`src/rtl/sca_stim_engine_if.sv`:
```
// ---------------------------------------------------------------------------
// sca_stim_engine_if
// Bundles the pin-side signals of the SCA stimulus engine.
//   Host serial port : sclk, sdi, shift_en, start_req (in), sdo (out)
//   Flip source      : flip_in (in)
//   DUT side         : dut_out (in), dut_in (out)
//   Status           : trig, busy, done, cap_cnt (out)
// Modports:
//   slave  - the engine (consumes pins, drives DUT inputs and status)
//   master - the board / bench side
// ---------------------------------------------------------------------------
interface sca_stim_engine_if #(
  parameter int NUM_INS  = 46,
  parameter int NUM_OUTS = 7,
  parameter int CNT_W    = 16
);
  logic                sclk;
  logic                sdi;
  logic                shift_en;
  logic                start_req;
  logic                flip_in;
  logic [NUM_OUTS-1:0] dut_out;
  logic [NUM_INS-1:0]  dut_in;
  logic                sdo;
  logic                trig;
  logic                busy;
  logic                done;
  logic [CNT_W-1:0]    cap_cnt;

  modport slave (
    input  sclk, sdi, shift_en, start_req, flip_in, dut_out,
    output dut_in, sdo, trig, busy, done, cap_cnt
  );

  modport master (
    output sclk, sdi, shift_en, start_req, flip_in, dut_out,
    input  dut_in, sdo, trig, busy, done, cap_cnt
  );
endinterface

```
`src/rtl/sca_stim_engine.sv`:
```
// ---------------------------------------------------------------------------
// sca_stim_engine
// Drives the inputs of a locked DUT and captures its outputs for side-channel
// unlock experiments. A bit-banged serial port loads a configuration word
// {value, mask, mode[1:0], period} and reads back the captured outputs.
//
// Drive modes (a_mode):
//   0 static          : dut_in = value, one capture, back to IDLE
//   1 external flip   : masked bits follow flip_in combinationally, one capture
//   2 single toggle   : masked bits inverted until the capture, one capture
//   3 continuous      : masked bits invert on every capture until stopped
//
// Ports:
//   clk    - system clock, all control logic lives here
//   rst_n  - asynchronous active-low reset
//   bus    - sca_stim_engine_if.slave:
//            sclk/sdi/shift_en/start_req : asynchronous host pins
//            flip_in                     : asynchronous flip source
//            dut_out / dut_in            : DUT outputs / DUT inputs
//            sdo                         : serial readback
//            trig                        : scope trigger (phase while busy)
//            busy                        : run in progress
//            done                        : one-cycle pulse per capture
//            cap_cnt                     : captures since last start
// ---------------------------------------------------------------------------
module sca_stim_engine #(
  parameter int NUM_INS  = 46,
  parameter int NUM_OUTS = 7,
  parameter int CNT_W    = 16
) (
  input logic              clk,
  input logic              rst_n,
  sca_stim_engine_if.slave bus
);

  localparam int CFG_W    = 2*NUM_INS + 2 + CNT_W;
  localparam int MODE_LSB = CNT_W;
  localparam int MASK_LSB = CNT_W + 2;
  localparam int VAL_LSB  = CNT_W + 2 + NUM_INS;

  typedef enum logic {
    S_IDLE = 1'b0,
    S_RUN  = 1'b1
  } state_t;

  state_t r_state;
  state_t w_state_nxt;

  // Synchroniser bit order: {start_req, shift_en, sdi, sclk}
  logic [3:0]          r_sync1;
  logic [3:0]          r_sync2;
  logic                r_sclk_prev;
  logic                r_start_prev;

  logic [CFG_W-1:0]    r_cfg;
  logic [NUM_OUTS-1:0] r_outr;
  logic [NUM_INS-1:0]  r_a_val;
  logic [NUM_INS-1:0]  r_a_mask;
  logic [1:0]          r_a_mode;
  logic [CNT_W-1:0]    r_a_per;
  logic [CNT_W-1:0]    r_cnt;
  logic [CNT_W-1:0]    r_cap_cnt;
  logic                r_phase;
  logic                r_stop_pend;

  logic                w_sclk_fall;
  logic                w_start_rise;
  logic                w_sdi_s;
  logic                w_shift_en_s;
  logic                w_start;
  logic                w_capture;
  logic                w_run_end;
  logic                w_stop_set;
  logic                w_busy;
  logic [NUM_INS-1:0]  w_dut_in;

  // -------------------------------------------------------------------------
  // Pin synchronisers and edge detection
  // -------------------------------------------------------------------------
  always_ff @(posedge clk or negedge rst_n) begin
    if (!rst_n) begin
      r_sync1      <= '0;
      r_sync2      <= '0;
      r_sclk_prev  <= 1'b0;
      r_start_prev <= 1'b0;
    end else begin
      r_sync1      <= {bus.start_req, bus.shift_en, bus.sdi, bus.sclk};
      r_sync2      <= r_sync1;
      r_sclk_prev  <= r_sync2[0];
      r_start_prev <= r_sync2[3];
    end
  end

  // Actions fire in the cycle where the second stage first differs from its
  // previous value. sdi and shift_en are used at the same synchroniser depth
  // as sclk so data set up together with the clock pin is seen together.
  assign w_sclk_fall  = r_sclk_prev & ~r_sync2[0];
  assign w_start_rise = r_sync2[3] & ~r_start_prev;
  assign w_sdi_s      = r_sync2[1];
  assign w_shift_en_s = r_sync2[2];

  // -------------------------------------------------------------------------
  // Run FSM
  // -------------------------------------------------------------------------
  always_ff @(posedge clk or negedge rst_n) begin
    if (!rst_n) begin
      r_state <= S_IDLE;
    end else begin
      r_state <= w_state_nxt;
    end
  end

  always_comb begin
    w_state_nxt = r_state;
    w_start     = 1'b0;
    w_capture   = 1'b0;
    w_run_end   = 1'b0;
    w_stop_set  = 1'b0;
    case (r_state)
      S_IDLE: begin
        if (w_start_rise) begin
          w_start     = 1'b1;
          w_state_nxt = S_RUN;
        end
      end
      S_RUN: begin
        if (r_cnt == r_a_per) begin
          w_capture = 1'b1;
          // Only continuous mode survives a capture, and only until stopped.
          if ((r_a_mode != 2'd3) || r_stop_pend) begin
            w_run_end   = 1'b1;
            w_state_nxt = S_IDLE;
          end
        end
        // A start rise during a continuous run requests a stop; in the
        // single-shot modes it is ignored.
        if (w_start_rise && (r_a_mode == 2'd3)) begin
          w_stop_set = 1'b1;
        end
      end
      default: w_state_nxt = S_IDLE;
    endcase
  end

  assign w_busy = (r_state == S_RUN);

  // -------------------------------------------------------------------------
  // Configuration chain (shiftable in any state)
  // -------------------------------------------------------------------------
  always_ff @(posedge clk or negedge rst_n) begin
    if (!rst_n) begin
      r_cfg <= '0;
    end else if (w_sclk_fall && !w_shift_en_s) begin
      r_cfg <= {r_cfg[CFG_W-2:0], w_sdi_s};
    end
  end

  // -------------------------------------------------------------------------
  // Output capture / readback chain; a capture beats a same-cycle shift
  // -------------------------------------------------------------------------
  always_ff @(posedge clk or negedge rst_n) begin
    if (!rst_n) begin
      r_outr <= '0;
    end else if (w_capture) begin
      r_outr <= bus.dut_out;
    end else if (w_sclk_fall && w_shift_en_s) begin
      r_outr <= {r_outr[NUM_OUTS-2:0], 1'b0};
    end
  end

  // -------------------------------------------------------------------------
  // Active run registers, period counter, phase and stop request
  // -------------------------------------------------------------------------
  always_ff @(posedge clk or negedge rst_n) begin
    if (!rst_n) begin
      r_a_val     <= '0;
      r_a_mask    <= '0;
      r_a_mode    <= 2'd0;
      r_a_per     <= '0;
      r_cnt       <= '0;
      r_cap_cnt   <= '0;
      r_phase     <= 1'b0;
      r_stop_pend <= 1'b0;
    end else if (w_start) begin
      r_a_val     <= r_cfg[VAL_LSB +: NUM_INS];
      r_a_mask    <= r_cfg[MASK_LSB +: NUM_INS];
      r_a_mode    <= r_cfg[MODE_LSB +: 2];
      r_a_per     <= r_cfg[CNT_W-1:0];
      r_cnt       <= '0;
      r_cap_cnt   <= '0;
      // Toggle modes (2 and 3) start with the masked bits inverted.
      r_phase     <= r_cfg[MODE_LSB + 1];
      r_stop_pend <= 1'b0;
    end else if (w_busy) begin
      if (w_capture) begin
        r_cnt     <= '0;
        r_cap_cnt <= r_cap_cnt + 1'b1;
        if (w_run_end) begin
          r_phase <= 1'b0;
        end else if (r_a_mode == 2'd3) begin
          r_phase <= ~r_phase;
        end
      end else begin
        r_cnt <= r_cnt + 1'b1;
      end

      if (w_run_end) begin
        r_stop_pend <= 1'b0;
      end else if (w_stop_set) begin
        r_stop_pend <= 1'b1;
      end
    end
  end

  // -------------------------------------------------------------------------
  // DUT drive. The external flip path is deliberately combinational so the
  // edge timing of flip_in reaches the DUT without clk-domain jitter.
  // -------------------------------------------------------------------------
  always_comb begin
    w_dut_in = r_a_val;
    if (w_busy) begin
      if (r_a_mode == 2'd1) begin
        w_dut_in = (r_a_val & ~r_a_mask) | (r_a_mask & {NUM_INS{bus.flip_in}});
      end else begin
        w_dut_in = r_a_val ^ (r_a_mask & {NUM_INS{r_phase}});
      end
    end
  end

  assign bus.dut_in  = w_dut_in;
  assign bus.sdo     = w_shift_en_s ? r_outr[NUM_OUTS-1] : r_cfg[CFG_W-1];
  assign bus.trig    = r_phase & w_busy;
  assign bus.busy    = w_busy;
  assign bus.done    = w_capture;
  assign bus.cap_cnt = r_cap_cnt;

endmodule
```
`src/flat_wrapper.sv`:
```
// flat-port wrapper written by rule: the top's interface ports become plain ports
module sca_stim_engine_flat 
#(
  parameter int NUM_INS  = 46,
  parameter int NUM_OUTS = 7,
  parameter int CNT_W    = 16
)
  (clk, rst_n, bus_sclk, bus_sdi, bus_shift_en, bus_start_req, bus_flip_in, bus_dut_out, bus_dut_in, bus_sdo, bus_trig, bus_busy, bus_done, bus_cap_cnt);
  sca_stim_engine_if #(.NUM_INS(NUM_INS), .NUM_OUTS(NUM_OUTS), .CNT_W(CNT_W)) bus_i ();
  input logic clk;
  input logic rst_n;
  input wire logic [$bits(bus_i.sclk)-1:0] bus_sclk;
  input wire logic [$bits(bus_i.sdi)-1:0] bus_sdi;
  input wire logic [$bits(bus_i.shift_en)-1:0] bus_shift_en;
  input wire logic [$bits(bus_i.start_req)-1:0] bus_start_req;
  input wire logic [$bits(bus_i.flip_in)-1:0] bus_flip_in;
  input wire logic [$bits(bus_i.dut_out)-1:0] bus_dut_out;
  output wire logic [$bits(bus_i.dut_in)-1:0] bus_dut_in;
  output wire logic [$bits(bus_i.sdo)-1:0] bus_sdo;
  output wire logic [$bits(bus_i.trig)-1:0] bus_trig;
  output wire logic [$bits(bus_i.busy)-1:0] bus_busy;
  output wire logic [$bits(bus_i.done)-1:0] bus_done;
  output wire logic [$bits(bus_i.cap_cnt)-1:0] bus_cap_cnt;
  assign bus_i.sclk = bus_sclk;
  assign bus_i.sdi = bus_sdi;
  assign bus_i.shift_en = bus_shift_en;
  assign bus_i.start_req = bus_start_req;
  assign bus_i.flip_in = bus_flip_in;
  assign bus_i.dut_out = bus_dut_out;
  assign bus_dut_in = bus_i.dut_in;
  assign bus_sdo = bus_i.sdo;
  assign bus_trig = bus_i.trig;
  assign bus_busy = bus_i.busy;
  assign bus_done = bus_i.done;
  assign bus_cap_cnt = bus_i.cap_cnt;
  sca_stim_engine #(.NUM_INS(NUM_INS), .NUM_OUTS(NUM_OUTS), .CNT_W(CNT_W)) u_core (.clk(clk), .rst_n(rst_n), .bus(bus_i));
endmodule
```
`config.mk`:
```
export PLATFORM = sky130hd
export DESIGN_NAME = sca_stim_engine_flat
export DESIGN_NICKNAME = d
export VERILOG_FILES = /design/src/rtl/sca_stim_engine_if.sv /design/src/rtl/sca_stim_engine.sv /design/src/flat_wrapper.sv
export SDC_FILE = /design/constraint.sdc
export NUM_CORES = 1
export LEC_CHECK = 0
export BUFFER_PORTS_ARGS = -buffer_cell sky130_fd_sc_hd__buf_2
export CAP_MARGIN = 15
export CORE_ASPECT_RATIO = 0.9
export CORE_MARGIN = 5
export CORE_UTILIZATION = 50
export CTS_BUF_LIST = sky130_fd_sc_hd__clkbuf_4 sky130_fd_sc_hd__clkbuf_8
export DETAILED_ROUTE_END_ITERATION = 16
export HOLD_SLACK_MARGIN = 0.08
export PLACE_DENSITY_LB_ADDON = 0.1
export SLEW_MARGIN = 20
export SYNTH_ARGS = -nofsm -noshare
export SYNTH_HDL_FRONTEND = slang
export SYNTH_SLANG_ARGS = --single-unit
```
`constraint.sdc`:
```
create_clock -name clk -period 4.9 [get_ports clk]
set_input_delay 1.47 -clock clk [delete_from_list [all_inputs] [get_ports clk]]
set_output_delay 1.47 -clock clk [all_outputs]
set_load 0.02 [all_outputs]
```
==> run metrics <==
area grow syn2layout 15.6%; CP endpoint bus_dut_in[39]; Reg clk slew, reported paths 0.05 ns; share of layout cells above drive strength 1 0.247; top achievable clock speed 236 MHz; Critical Path End Type output pin; Cell Pwr Density 425 nW/µm²; clock sink count 272; Hold-fix buffers, CTS 0; die area 25800 µm²; Crit path required time 3.43 ns; DR pass1 iterations 4; CORE AREA 22400 µm²; via/cell ratio 5.29; gr usage total 0.184; initial drt markers 603; worst skew pair latency 0.54 ns; CTS H-tree depth 2; IO Count 80; Worst-Margin Slew 0.994 ns; CTS tree yes; HPWL Detailed 14000 µm; Logic pwr share 0.167; Num CTS Buffers 45; Post-CTS Resized 0; commonest cells in the netlist nand2_1 (346), dfrtp_1 (272), mux2_2 (111); Synth Instances 1071; Worst Setup Start Kind primary input; Layout Skew 0.0192 ns; max capacitance violation total 0; TNS Setup 0 ns; Critical Path AT 2.77 ns; Routed WL per cell 15.9 µm; first-pass GRT wire length 39900 µm; final wirelength 23600 µm; RR Startpoint u_core.bus.busy; pins over their slew limit 0; synth unique cells 39; Final min period 4.24 ns; largest area contributor in the netlist dfrtp_1; Cell Area, Synth 11400 µm²; gpl congestion 0.796; setup bufs post-CTS 0; Residual DRC 0; crit-path max FO 24; Port-buffer cells 79; status finished clean; die height 153 µm; net count of the mapped netlist 1087; Clock Path Buffers 3; FF-to-FF End u_core.r_stop_pend; Hold WC Path Type flop to flop; Min-Delay Path Depth 0; slew margin rel. 0.337; register-to-register setup slack 2.22 ns; Sequential Power Share 0.447; Clk network pwr share 0.386; root buffer cell clkbuf_8; # setup viols final 0; Core Rows 52; Area contributors post-synth dfrtp_1 (60%), nand2_1 (11%), mux2_2 (11%); ys async rst share 1.00; Post-synth EDFFs 0; DRT antenna net count 0; # nets final 1167; Seq/Total Area, Yosys 0.599; initial antenna violation count 2; Crit Path Category primary input to output pin; Peak supply drop 0.201 mV; setup repair after global routing missed its margin false; Starting Density 0.506; Vias 7839; most numerous cell in the Yosys netlist nand2_1; Layout fillers 2008; GRT overflow 0; vias in the first global route 7703; share of the synthesized area in the top cell type 0.599; final instance area 13100 µm²; NetSw 0.00168 W; final worst path period share 0.865; Int Pwr 0.00390 W; Yosys warnings 0; static leakage 6.85 nW; Cell Area, Placed 12100 µm²; Final Hold Vio Count 0; #FFs+latches synth 272; worst setup path start bus_flip_in; prevailing post-synth register cell dfrtp_1; syn avg cell area 10.6 µm²; die width 169 µm; largest net degree at the start of global routing 131; Switching Share 0.300; Worst R2R Path Depth 5
[power by group through the flow]
stage                     Sequential [W]  Combinational, W  Clock (W)
final                            0.00249          0.000931    0.00215
after global routing             0.00251           0.00104    0.00233
after CTS                        0.00249          0.000946    0.00221
after detailed placement         0.00253          0.000942          0
after global placement           0.00253          0.000918          0
after floorplan                  0.00251          0.000637          0
[sequential cells by signal, indices dropped and copies added (netlist names), 2 cells and up]
| signal | count |
|---|---|
| u_core.bus.cap_cnt | 16 |
| u_core.r_a_mask | 46 |
| u_core.r_a_mode | 2 |
| u_core.r_a_per | 16 |
| u_core.r_a_val | 46 |
| u_core.r_cfg | 110 |
| u_core.r_cnt | 16 |
| u_core.r_outr | 7 |
| u_core.r_sync1 | 4 |
| u_core.r_sync2 | 4 |
[metal layers]
| layer | share of wire | GRT usage | vias to the layer above | wire [µm] |
|---|---|---|---|---|
| li1 | - | - | 3830 | - |
| met1 | 0.50 | 0.283 | 3837 | 11900 |
| met2 | 0.43 | 0.268 | 144 | 10200 |
| met3 | 0.051 | 0.0362 | 26 | 1200 |
| met4 | 0.010 | 0.0526 | 2 | 244 |
| met5 | 0.00055 | 0 | - | 13 |
[layout by cell type (no fill, tap or decap), types with 13 or more instances in the layout]
cell / count
nand3_1: 13
xor2_1: 13
nor2_1: 21
dfrtp_1: 272
clkbuf_8: 65
buf_2: 78
xnor2_1: 15
a21oi_1: 65
a31oi_1: 47
nand2_1: 345
nand4_1: 13
mux2_2: 111
[area by class of cell]
class	count	area (µm²)	area share
Sequential cell	272	6810	0.518
Tap cell	297	372	0.0283
Inverter	5	18.8	0.00143
Multi-Input combinational cell	734	4340	0.331
Timing Repair Buffer	93	581	0.0442
Clock buffer	76	977	0.0744
Clock inverter	5	28.8	0.00219
Antenna cell	1	2.50	0.000191
[worst min-delay path by stage]
| stage | slack, ns | startpoint | end |
|---|---|---|---|
| after floorplan | 0.33 | u_core.r_sync1[0] | u_core.r_sync2[0] |
| after global placement | 0.33 | u_core.r_sync1[3] | u_core.r_sync2[3] |
| after detailed placement | 0.34 | u_core.r_sync1[3] | u_core.r_sync2[3] |
| after CTS | 0.35 | u_core.r_sync1[3] | u_core.r_sync2[3] |
| after global routing | 0.35 | u_core.r_sync1[2] | u_core.r_sync2[2] |
| final | 0.35 | u_core.r_sync1[3] | u_core.r_sync2[3] |
[cells by family (layout without fill, tap and decap cells)]
kind of cell | count (synthesis) | count (layout) | synth area share
fa+ha+maj | 2 | 2 | 0.00220
simple gates | 440 | 440 | 0.162
mux | 119 | 119 | 0.117
other cells | 0 | 1 | 0
xor+xnor | 28 | 28 | 0.0216
compound gates | 145 | 145 | 0.0757
buf+inv | 65 | 179 | 0.0221
flops | 272 | 272 | 0.599
[worst max-delay path, stage by stage]
cell,delay [ns]
buf_2,0.10
or3_1,0.41
a21oi_4,0.16
buf_4,0.30
a31oi_1,0.13
buf_2,0.17
[through the flow]
stage	power [W]	utilization	hold slack (ns)	cells	setup WS, ns
floorplan	0.00315	-	0.331	1071	0.616
global placement	0.00345	0.539	0.334	1400	0.685
detailed placement	0.00347	0.539	0.337	1400	0.634
CTS	0.00565	0.584	0.350	1481	0.629
global route	0.00587	0.585	0.353	1482	0.566
finish	0.00558	0.585	0.347	1483	0.662
(Power assumes the default switching activity.)
